<file path="config.mk">
export PLATFORM = sky130hd
export DESIGN_NAME = dti_fifo_burst_sched
export DESIGN_NICKNAME = d
export VERILOG_FILES = /design/src/rtl/dti_fifo_pkg.sv /design/src/rtl/dti_bicnt_dwn.sv /design/src/rtl/dti_fifo_burst_sched.sv
export SDC_FILE = /design/constraint.sdc
export NUM_CORES = 1
export LEC_CHECK = 0
export CORE_ASPECT_RATIO = 0.6
export CORE_MARGIN = 1.5
export CORE_UTILIZATION = 49
export CTS_CLUSTER_SIZE = 28
export DETAILED_ROUTE_END_ITERATION = 8
export PLACE_DENSITY = 0.87
export RECOVER_POWER = 50
export SETUP_SLACK_MARGIN = 0.2
export SLEW_MARGIN = 10
export SYNTH_ARGS = -nofsm -noshare
export SYNTH_HDL_FRONTEND = slang
export SYNTH_SLANG_ARGS = --single-unit
</file>
<file path="constraint.sdc">
create_clock -name clk -period 7.5 [get_ports clk]
set_input_delay 1.5 -clock clk [delete_from_list [all_inputs] [get_ports clk]]
set_output_delay 1.5 -clock clk [all_outputs]
set_load 0.005 [all_outputs]
</file>
<file path="src/rtl/dti_fifo_pkg.sv">
`default_nettype none
// +--------------------------------------------------------------------------+
// | Package   : dti_fifo_pkg                                                 |
// | Purpose   : Shared types and helpers for the DTI FIFO burst scheduler:   |
// |             width-conversion ratio encoding, scheduler state encoding,   |
// |             and the ratio-to-step conversion used by the beat counter.   |
// | Revision  : 1.0  initial release                                         |
// +--------------------------------------------------------------------------+
package dti_fifo_pkg;

   // Narrow words moved per datapath beat
   typedef enum logic [1:0] {
      RATIO_1    = 2'd0,
      RATIO_2    = 2'd1,
      RATIO_4    = 2'd2,
      RATIO_RSVD = 2'd3
   } ratio_t;

   typedef enum logic [1:0] {
      ST_IDLE = 2'd0,
      ST_LOAD = 2'd1,
      ST_XFER = 2'd2
   } sched_st_t;

   // Words consumed per beat; the reserved code never reaches the counter,
   // it maps to 1 only so the function is total.
   function automatic logic [2:0] ratio_step(input logic [1:0] ratio);
      logic [2:0] step;
      case (ratio_t'(ratio))
         RATIO_1: step = 3'd1;
         RATIO_2: step = 3'd2;
         RATIO_4: step = 3'd4;
         default: step = 3'd1;
      endcase
      return step;
   endfunction

endpackage
`default_nettype wire

</file>
<file path="src/rtl/dti_bicnt_dwn.sv">
`default_nettype none
// +--------------------------------------------------------------------------+
// | Module    : dti_bicnt_dwn                                                |
// | Purpose   : Down counter of remaining narrow-side words in a burst.      |
// |             Each counted beat subtracts the step (1/2/4) given by the    |
// |             ratio latched at load, saturating at DOWN_TO. done flags     |
// |             that the remaining words fit in a single beat.               |
// | Ports     : clk, reset_n (async, active-low)                             |
// |             load_en   - load count_to and count_num (priority)           |
// |             count_to  - burst length in narrow words                     |
// |             count_num - ratio code selecting the step                    |
// |             count_en  - one beat consumed                                |
// |             done      - current beat is the final one                    |
// | Revision  : 1.0  initial release                                         |
// +--------------------------------------------------------------------------+
module dti_bicnt_dwn
   import dti_fifo_pkg::*;
#(
   parameter int WIDTH   = 16,
   parameter int DOWN_TO = 0
) (
   input  logic             clk,
   input  logic             reset_n,
   input  logic             load_en,
   input  logic [WIDTH-1:0] count_to,
   input  logic [1:0]       count_num,
   input  logic             count_en,
   output logic             done
);

   logic [WIDTH-1:0] count;
   logic [2:0]       step;
   logic [WIDTH:0]   count_ext;
   logic [WIDTH:0]   limit;

   // One extra bit so floor + step never wraps at the top of the range
   assign count_ext = {1'b0, count};
   assign limit     = (WIDTH+1)'(DOWN_TO) + (WIDTH+1)'(step);

   // Zero length or anything up to one step still needs exactly one beat
   assign done = (count_ext <= limit);

   always_ff @(posedge clk or negedge reset_n) begin
      if (!reset_n) begin
         count <= WIDTH'(DOWN_TO);
         step  <= 3'd1;
      end else if (load_en) begin
         count <= count_to;
         step  <= ratio_step(count_num);
      end else if (count_en) begin
         if (count_ext > limit)
            count <= count - WIDTH'(step);
         else
            count <= WIDTH'(DOWN_TO);
      end
   end

endmodule
`default_nettype wire

</file>
<file path="src/rtl/dti_fifo_burst_sched.sv">
`default_nettype none
// +--------------------------------------------------------------------------+
// | Module    : dti_fifo_burst_sched                                         |
// | Purpose   : Round-robin scheduler sharing one FIFO read datapath among   |
// |             NREQ burst requesters. Arbitrates, loads the beat counter    |
// |             with the winner's length/ratio, enables beats until the      |
// |             final one, then issues a one-cycle completion.               |
// | Ports     : clk, reset_n (async, active-low)                             |
// |             req[NREQ]        request, held until gnt                     |
// |             req_len[NREQ*W]  burst length, slice i = [i*W +: W]          |
// |             req_ratio[NREQ*2] words per beat: 0=1:1 1=1:2 2=1:4 3=rsvd   |
// |             gnt[NREQ]        one-hot grant during LOAD and XFER          |
// |             xfer_en          datapath may transfer beats                 |
// |             beat             one beat transferred this cycle             |
// |             last             current beat is the final one               |
// |             abort            terminate active burst                      |
// |             cmp[NREQ]        one-cycle completion pulse                  |
// |             err              with cmp: reserved ratio or abort           |
// | Revision  : 1.0  initial release                                         |
// +--------------------------------------------------------------------------+
module dti_fifo_burst_sched
   import dti_fifo_pkg::*;
#(
   parameter int NREQ  = 4,
   parameter int WIDTH = 16
) (
   input  logic                  clk,
   input  logic                  reset_n,
   input  logic [NREQ-1:0]       req,
   input  logic [NREQ*WIDTH-1:0] req_len,
   input  logic [NREQ*2-1:0]     req_ratio,
   output logic [NREQ-1:0]       gnt,
   output logic                  xfer_en,
   input  logic                  beat,
   output logic                  last,
   input  logic                  abort,
   output logic [NREQ-1:0]       cmp,
   output logic                  err
);

   localparam int PTR_W = (NREQ > 1) ? $clog2(NREQ) : 1;

   sched_st_t        state, state_nxt;
   logic [PTR_W-1:0] ptr, ptr_nxt;
   logic [PTR_W-1:0] gidx, gidx_nxt;
   logic [PTR_W-1:0] pick;
   logic [NREQ-1:0]  gnt_nxt, cmp_nxt;
   logic             err_nxt;
   logic             load_en, count_en, cnt_done;
   logic [WIDTH-1:0] sel_len;
   logic [1:0]       sel_ratio;

   // Rotate the request vector down by the pointer through a double-width
   // copy, take the lowest set bit, then rotate the index back.
   function automatic logic [PTR_W-1:0] rr_pick(input logic [NREQ-1:0]  r,
                                                input logic [PTR_W-1:0] p);
      logic [2*NREQ-1:0] dbl;
      logic [PTR_W-1:0]  idx;
      logic              found;
      dbl   = {r, r} >> p;
      idx   = '0;
      found = 1'b0;
      for (int k = 0; k < NREQ; k++) begin
         if (!found && dbl[k]) begin
            found = 1'b1;
            idx   = PTR_W'((k + int'(p)) % NREQ);
         end
      end
      return idx;
   endfunction

   assign pick      = rr_pick(req, ptr);
   assign sel_len   = req_len[int'(gidx)*WIDTH +: WIDTH];
   assign sel_ratio = req_ratio[int'(gidx)*2 +: 2];

   assign last     = xfer_en & cnt_done;
   // Abort overrides any concurrent beat
   assign count_en = xfer_en & beat & ~abort;

   dti_bicnt_dwn #(
      .WIDTH   (WIDTH),
      .DOWN_TO (0)
   ) u_beat_cnt (
      .clk       (clk),
      .reset_n   (reset_n),
      .load_en   (load_en),
      .count_to  (sel_len),
      .count_num (sel_ratio),
      .count_en  (count_en),
      .done      (cnt_done)
   );

   always_ff @(posedge clk or negedge reset_n) begin
      if (!reset_n)
         state <= ST_IDLE;
      else
         state <= state_nxt;
   end

   always_comb begin
      state_nxt = state;
      ptr_nxt   = ptr;
      gidx_nxt  = gidx;
      gnt_nxt   = gnt;
      cmp_nxt   = '0;
      err_nxt   = 1'b0;
      load_en   = 1'b0;
      xfer_en   = 1'b0;
      case (state)
         ST_IDLE: begin
            if (|req) begin
               gidx_nxt  = pick;
               gnt_nxt   = NREQ'(1) << pick;
               ptr_nxt   = (pick == PTR_W'(NREQ-1)) ? '0 : pick + PTR_W'(1);
               state_nxt = ST_LOAD;
            end
         end
         ST_LOAD: begin
            if (abort || (ratio_t'(sel_ratio) == RATIO_RSVD)) begin
               cmp_nxt   = gnt;
               err_nxt   = 1'b1;
               gnt_nxt   = '0;
               state_nxt = ST_IDLE;
            end else begin
               load_en   = 1'b1;
               state_nxt = ST_XFER;
            end
         end
         ST_XFER: begin
            xfer_en = 1'b1;
            if (abort) begin
               cmp_nxt   = gnt;
               err_nxt   = 1'b1;
               gnt_nxt   = '0;
               state_nxt = ST_IDLE;
            end else if (beat && cnt_done) begin
               cmp_nxt   = gnt;
               gnt_nxt   = '0;
               state_nxt = ST_IDLE;
            end
         end
         default: begin
            gnt_nxt   = '0;
            state_nxt = ST_IDLE;
         end
      endcase
   end

   always_ff @(posedge clk or negedge reset_n) begin
      if (!reset_n) begin
         ptr  <= '0;
         gidx <= '0;
         gnt  <= '0;
         cmp  <= '0;
         err  <= 1'b0;
      end else begin
         ptr  <= ptr_nxt;
         gidx <= gidx_nxt;
         gnt  <= gnt_nxt;
         cmp  <= cmp_nxt;
         err  <= err_nxt;
      end
   end

endmodule
`default_nettype wire
</file>
Yosys cells after proc, flatten, opt, wreduce, memory -nomap -nowiden
Cells that the tools add are included.
{"block": "word_totals", "romBits": 0, "word_cells": 78, "in_bits": 80, "output_inout_bits": 11, "latchBits": 0, "regBits": 34, "n_memories": 0, "mem_bits_rw": 0}
{"block": "classes", "n_shift": 4, "eq_ne": 9, "add_sub_neg": 5, "bitwise": 4, "reduce_logical": 14, "div": 0, "n_mul": 0, "mux": 32, "n_lt_le_gt_ge": 2}
{"op": "64-bit by 7-bit variable part select with 16-bit output", "n": 1}
{"op": "16-bit two-way mux", "n": 3}
{"op": "4-bit two-way mux", "n": 7}
{"op": "2-bit two-way mux", "n": 9}
{"op": "16-bit by 3-bit greater-than comparator with 1-bit output", "n": 1}
{"op": "16-bit by 3-bit <= comparator with 1-bit output", "n": 1}
{"op": "16-bit by 3-bit subtractor with 16-bit output", "n": 1}
{"op": "4-bit one-hot mux with 3 select lines", "n": 1}
{"op": "2-bit == test (second input constant)", "n": 4}
{"op": "1-bit two-way mux", "n": 8}
{"op": "4-bit one-hot mux with 2 select lines", "n": 1}
{"op": "8-bit by 4-bit variable part select with 2-bit output", "n": 1}
{"op": "8-bit by 2-bit right shift with 4-bit output", "n": 1}
{"op": "2-bit one-hot mux with 3 select lines", "n": 1}
{"op": "3-bit one-hot mux with 2 select lines", "n": 1}
{"op": "2-bit adder (first input constant)", "n": 2}
{"op": "2-bit by 1-bit == test with 1-bit output (second input constant)", "n": 2}
{"op": "1-bit logical AND", "n": 4}
{"op": "2-bit != test (second input constant)", "n": 2}
{"op": "2-bit AND reduction", "n": 2}
{"op": "4-bit OR reduction", "n": 1}
{"op": "1-bit by 2-bit left shift with 4-bit output (first input constant)", "n": 1}
{"op": "1-bit AND", "n": 3}
{"op": "1-bit zero test", "n": 3}
{"op": "9 further kinds", "n": 9}

Longest topological paths before layout
{"block": "logic_depth", "ltp_word": 14, "mapped_depth": 10, "ltp_nobuf": 9}

Modules after synthesis
From an unflattened synthesis, not the netlist that was laid out.
{"block": "unflattened", "cells_unflattened": 231, "area_unflattened_um2": 2541.2}
{"mod": "dti_bicnt_dwn", "area_each_um2": 1300.0, "n_inst": 1, "cells_each": 134, "seq_area_each_um2": 476.7}
{"mod": "dti_fifo_burst_sched", "area_each_um2": 1241.2, "n_inst": 1, "cells_each": 97, "seq_area_each_um2": 375.4}

Least setup slack after synthesis
No wires, ideal clock.
{"block": "synth_timing", "path_kind": "flip-flop to output port", "from": "reg u_beat_cnt.step[0]", "to": "out last", "path_slack_ns": 3.893, "arrival_time_ns": 2.107, "required_ns": 6.000, "n_path_buf": 0, "path_stages_with_launch": 7, "cell_sequence": "dfstp_2 > ha_1 > inv_1 > fa_1 > a21o_1 > a2111oi_4 > and3_2"}
{"block": "synth_between", "elab_chain_cells": 2}
{"item": "from (decl)", "line": "dti_bicnt_dwn.sv:32", "source": "logic [2:0] step;"}
{"item": "from (signal assigned)", "line": "dti_bicnt_dwn.sv:49", "source": "step <= ratio_step(count_num);"}
{"item": "16-bit by 3-bit <= comparator with 1-bit output", "line": "dti_bicnt_dwn.sv:41", "source": "assign done = (count_ext <= limit);"}
{"item": "1-bit AND", "line": "dti_fifo_burst_sched.sv:76", "source": "assign last = xfer_en & cnt_done;"}
{"item": "to (decl)", "line": "dti_fifo_burst_sched.sv:35", "source": "output logic last,"}
Every way passes these cells.

Final worst setup path
Same ends and word-level chain as after synthesis.

==> metrics.md <==
| Metric | Value |
|---|---|
| Post-synth top area share | `32.9%` |
| Max cap viols | `1` |
| Port Buffers | `90` |
| Clock tree from TritonCTS | `yes` |
| Register area | `852 um2` |
| Sw power | `0.490 mW` |
| Root Buffer | `clkbuf_8` |
| Main synth FF type | `dfrtp_1` |
| Setup Viol. Count Final | `0` |
| Tmin final | `4560 ps` |
| Fillers | `332` |
| Max Clock Skew | `5.35 ps` |
| Hold_buf cts | `0` |
| Clock buffer count from CTS | `5` |
| Syn_nets | `324` |
| Share of power burned in combinational logic | `57.7%` |
| Worst hold path cell count | `1` |
| Largest fanout on the critical path | `6` |
| Setup tns final | `0 ps` |
| Die H | `58.4 um` |
| Hpwl dp | `5550 um` |
| Net Sw Frac | `42.6%` |
| Post-CTS Setup Bufs | `0` |
| Total Routing Usage GR | `27.5%` |
| Dominant cell by count in the synthesized netlist | `dfrtp_1` |
| Place WS | `3260 ps` |
| Area leader, netlist | `dfrtp_1` |
| Worst-Margin Slew | `1820 ps` |
| Status | `finished, violations left` |
| Synth Cell Area | `0.00251 mm2` |
| I/O Pins | `91` |
| Post-detailed-route DRC marker count | `0` |
| Multi-input logic area | `0.00156 mm2` |
| Fmax achieved | `219 MHz` |
| EDFF count, synth | `0` |
| Failing checks | `capacitance limit, slew limit` |
| Yosys cell types | `53` |
| Worst Setup Path Type | `reg2out` |
| Die footprint | `0.00557 mm2` |
| Cell Pwr Density | `324 mW/mm2` |
| Worst hold slack | `546 ps` |
| Fin nets | `415` |
| Ys async rst share | `100%` |
| RSZ-0062 raised after global routing | `false` |
| Setup WS post-layout | `2940 ps` |
| Leak Pwr | `1.39 nW` |
| Hold Fails Final Rpt | `0` |
| Antenna violations before repair | `0` |
| GPL Wtd Cong | `0.872` |
| Crit path DAT | `3060 ps` |
| Largest net degree at the start of global routing | `35` |
| Slew Limit Fails | `35` |
| CP Capture Type | `output port` |
| Slew margin rel. | `-21.1%` |
| R2R depth | `7` |
| Top cells by count, synth | `dfrtp_1 (33), nand2_1 (20), mux4_2 (18)` |
| Post-CTS sizing | `0` |
| Initial Util | `52.8%` |
| Antenna Nets Post-Route | `0` |
| Synthesis-stage register bit count | `34` |
| Flop pwr share | `30.8%` |
| Tcrit/Tclk final | `60.8%` |
| Vias | `2304` |
| Core ar. | `0.00475 mm2` |
| Antenna diode count | `0` |
| Die extent in x | `95.4 um` |
| First-pass detailed-route iteration total | `5` |
| CP Data Required Time | `6000 ps` |
| GRT overflow | `0` |
| Max VDD drop | `0.144 mV` |
| Post-synthesis sequential area ratio | `34.0%` |
| Insertion delay to the later sink of the worst-skew pair | `280 ps` |
| Share of cells above drive strength 1 | `12.5%` |
| Clock power frac | `11.4%` |
| H-tree levels | `2` |
| Final WL | `6900 um` |
| Syn. warnings | `0` |
| Drt first-iter violations | `203` |
| Vias in the first global route | `2269` |
| Drt wl/cell | `18.0 um` |
| # clock sinks | `34` |
| Avg Cell Area, Syn | `10.9 um2` |
| Setup crit start kind | `register` |
| Main area contributors after synthesis | `dfrtp_1 (33%), mux4_2 (16%), ha_1 (6.5%)` |
| Row count | `19` |
| First-pass GRT wire length | `11300 um` |
| Area growth syn-to-layout | `41.5%` |
| Post-Syn Instances | `230` |
| CTS Buffer Depth | `2` |
| Pint | `0.660 mW` |
| Hold Path Class | `reg2reg` |
| Worst R2R Setup Slack | `4310 ps` |
| Vias per std cell | `6.02` |
| Clock-pin slew on the worst setup and hold paths | `60 ps` |
-- power by group through the flow --
stage                     registers (mW)  clock network (mW)  logic, mW
final                              0.354               0.131      0.664
after global routing               0.366               0.141      0.727
after CTS                          0.354               0.134      0.662
after detailed placement           0.355                   0      0.657
after global placement             0.350                   0      0.635
after floorplan                    0.316                   0      0.496
-- final cells by class --
type                    count  share of cell area [%]
clock buffers               6                    2.33
inverters                  13                    1.37
multi-input cells         173                    44.0
flip-flops and latches     34                    24.0
well taps                  63                    2.22
repair buffers             94                    26.1
-- path summary, 6_finish.rpt --
check / start / to
worst max-delay path: u_beat_cnt.step[0] / last
worst min-delay path: state[1] / state[1]
worst max register to register: gidx[1] / u_beat_cnt.count[15]
worst min register to register: state[1] / state[1]
max in group asynchronous: reset_n / u_beat_cnt.count[4]
min in group asynchronous: reset_n / err
-- metrics by stage --
step                instances  util (%)  total power, mW  area, um2
floorplan                 230         -            0.812       2510
global placement          377      73.0            0.984       3470
detailed placement        377      73.0             1.01       3470
CTS                       383      74.7             1.15       3550
global route              383      74.7             1.23       3550
finish                    383      74.7             1.15       3550
-- per-layer routing --
layer	part of all wire [%]	vias to the layer above	wire (um)	track usage, %
met5	0	-	0	0
met3	8.0	6	551	6.72
met4	0.86	0	59	5.88
met1	45	1134	3100	39.6
li1	-	1053	-	-
met2	46	111	3180	42.7
-- kinds of logic (layout without fill, tap and decap cells) --
logic type | after synthesis | count (layout) | share of synthesized area [%]
AND/OR/NAND/NOR | 71 | 71 | 16.2
AO/OA/AOI/OAI | 57 | 57 | 17.8
XOR/XNOR | 10 | 10 | 3.49
adder cells (fa/ha/maj) | 14 | 14 | 7.28
flip-flops | 34 | 34 | 34.0
multiplexers | 21 | 21 | 17.5
buffers and inverters | 23 | 113 | 3.84
-- registers in the layout, summed over array words and instances (netlist names) --
name              count
cmp                   4
u_beat_cnt.step       3
ptr                   2
err                   1
gidx                  2
u_beat_cnt.count     16
gnt                   4
state                 2
-- layout by cell type, fill, tap and decap left out, types with 2 or more instances in the layout --
cell,instances
nand4b_1,4
a32o_1,4
clkdlybuf4s50_1,84
a21o_1,3
nor4_1,4
nor2b_1,6
nor3_1,3
nor2_1,8
nand2_1,20
inv_1,13
nand3_1,6
nand3b_1,3
xnor2_1,5
ha_1,13
o21ai_0,12
dfrtp_1,33
nand2b_1,4
dlygate4sd3_1,6
a22oi_1,5
clkbuf_8,6
a21oi_1,7
a221o_1,4
xor2_1,5
o21ai_1,7
o21a_1,2
or3_1,5
buf_4,3
a21oi_2,2
mux4_2,18
-- worst max-delay path: stages (launching register included) --
cell and delay, ps:
dfstp_2 530, ha_1 180, inv_1 60, fa_1 420, a21o_1 230, a2111oi_4 580
and3_2 260, clkdlybuf4s50_1 500
(Power assumes the default switching activity.)
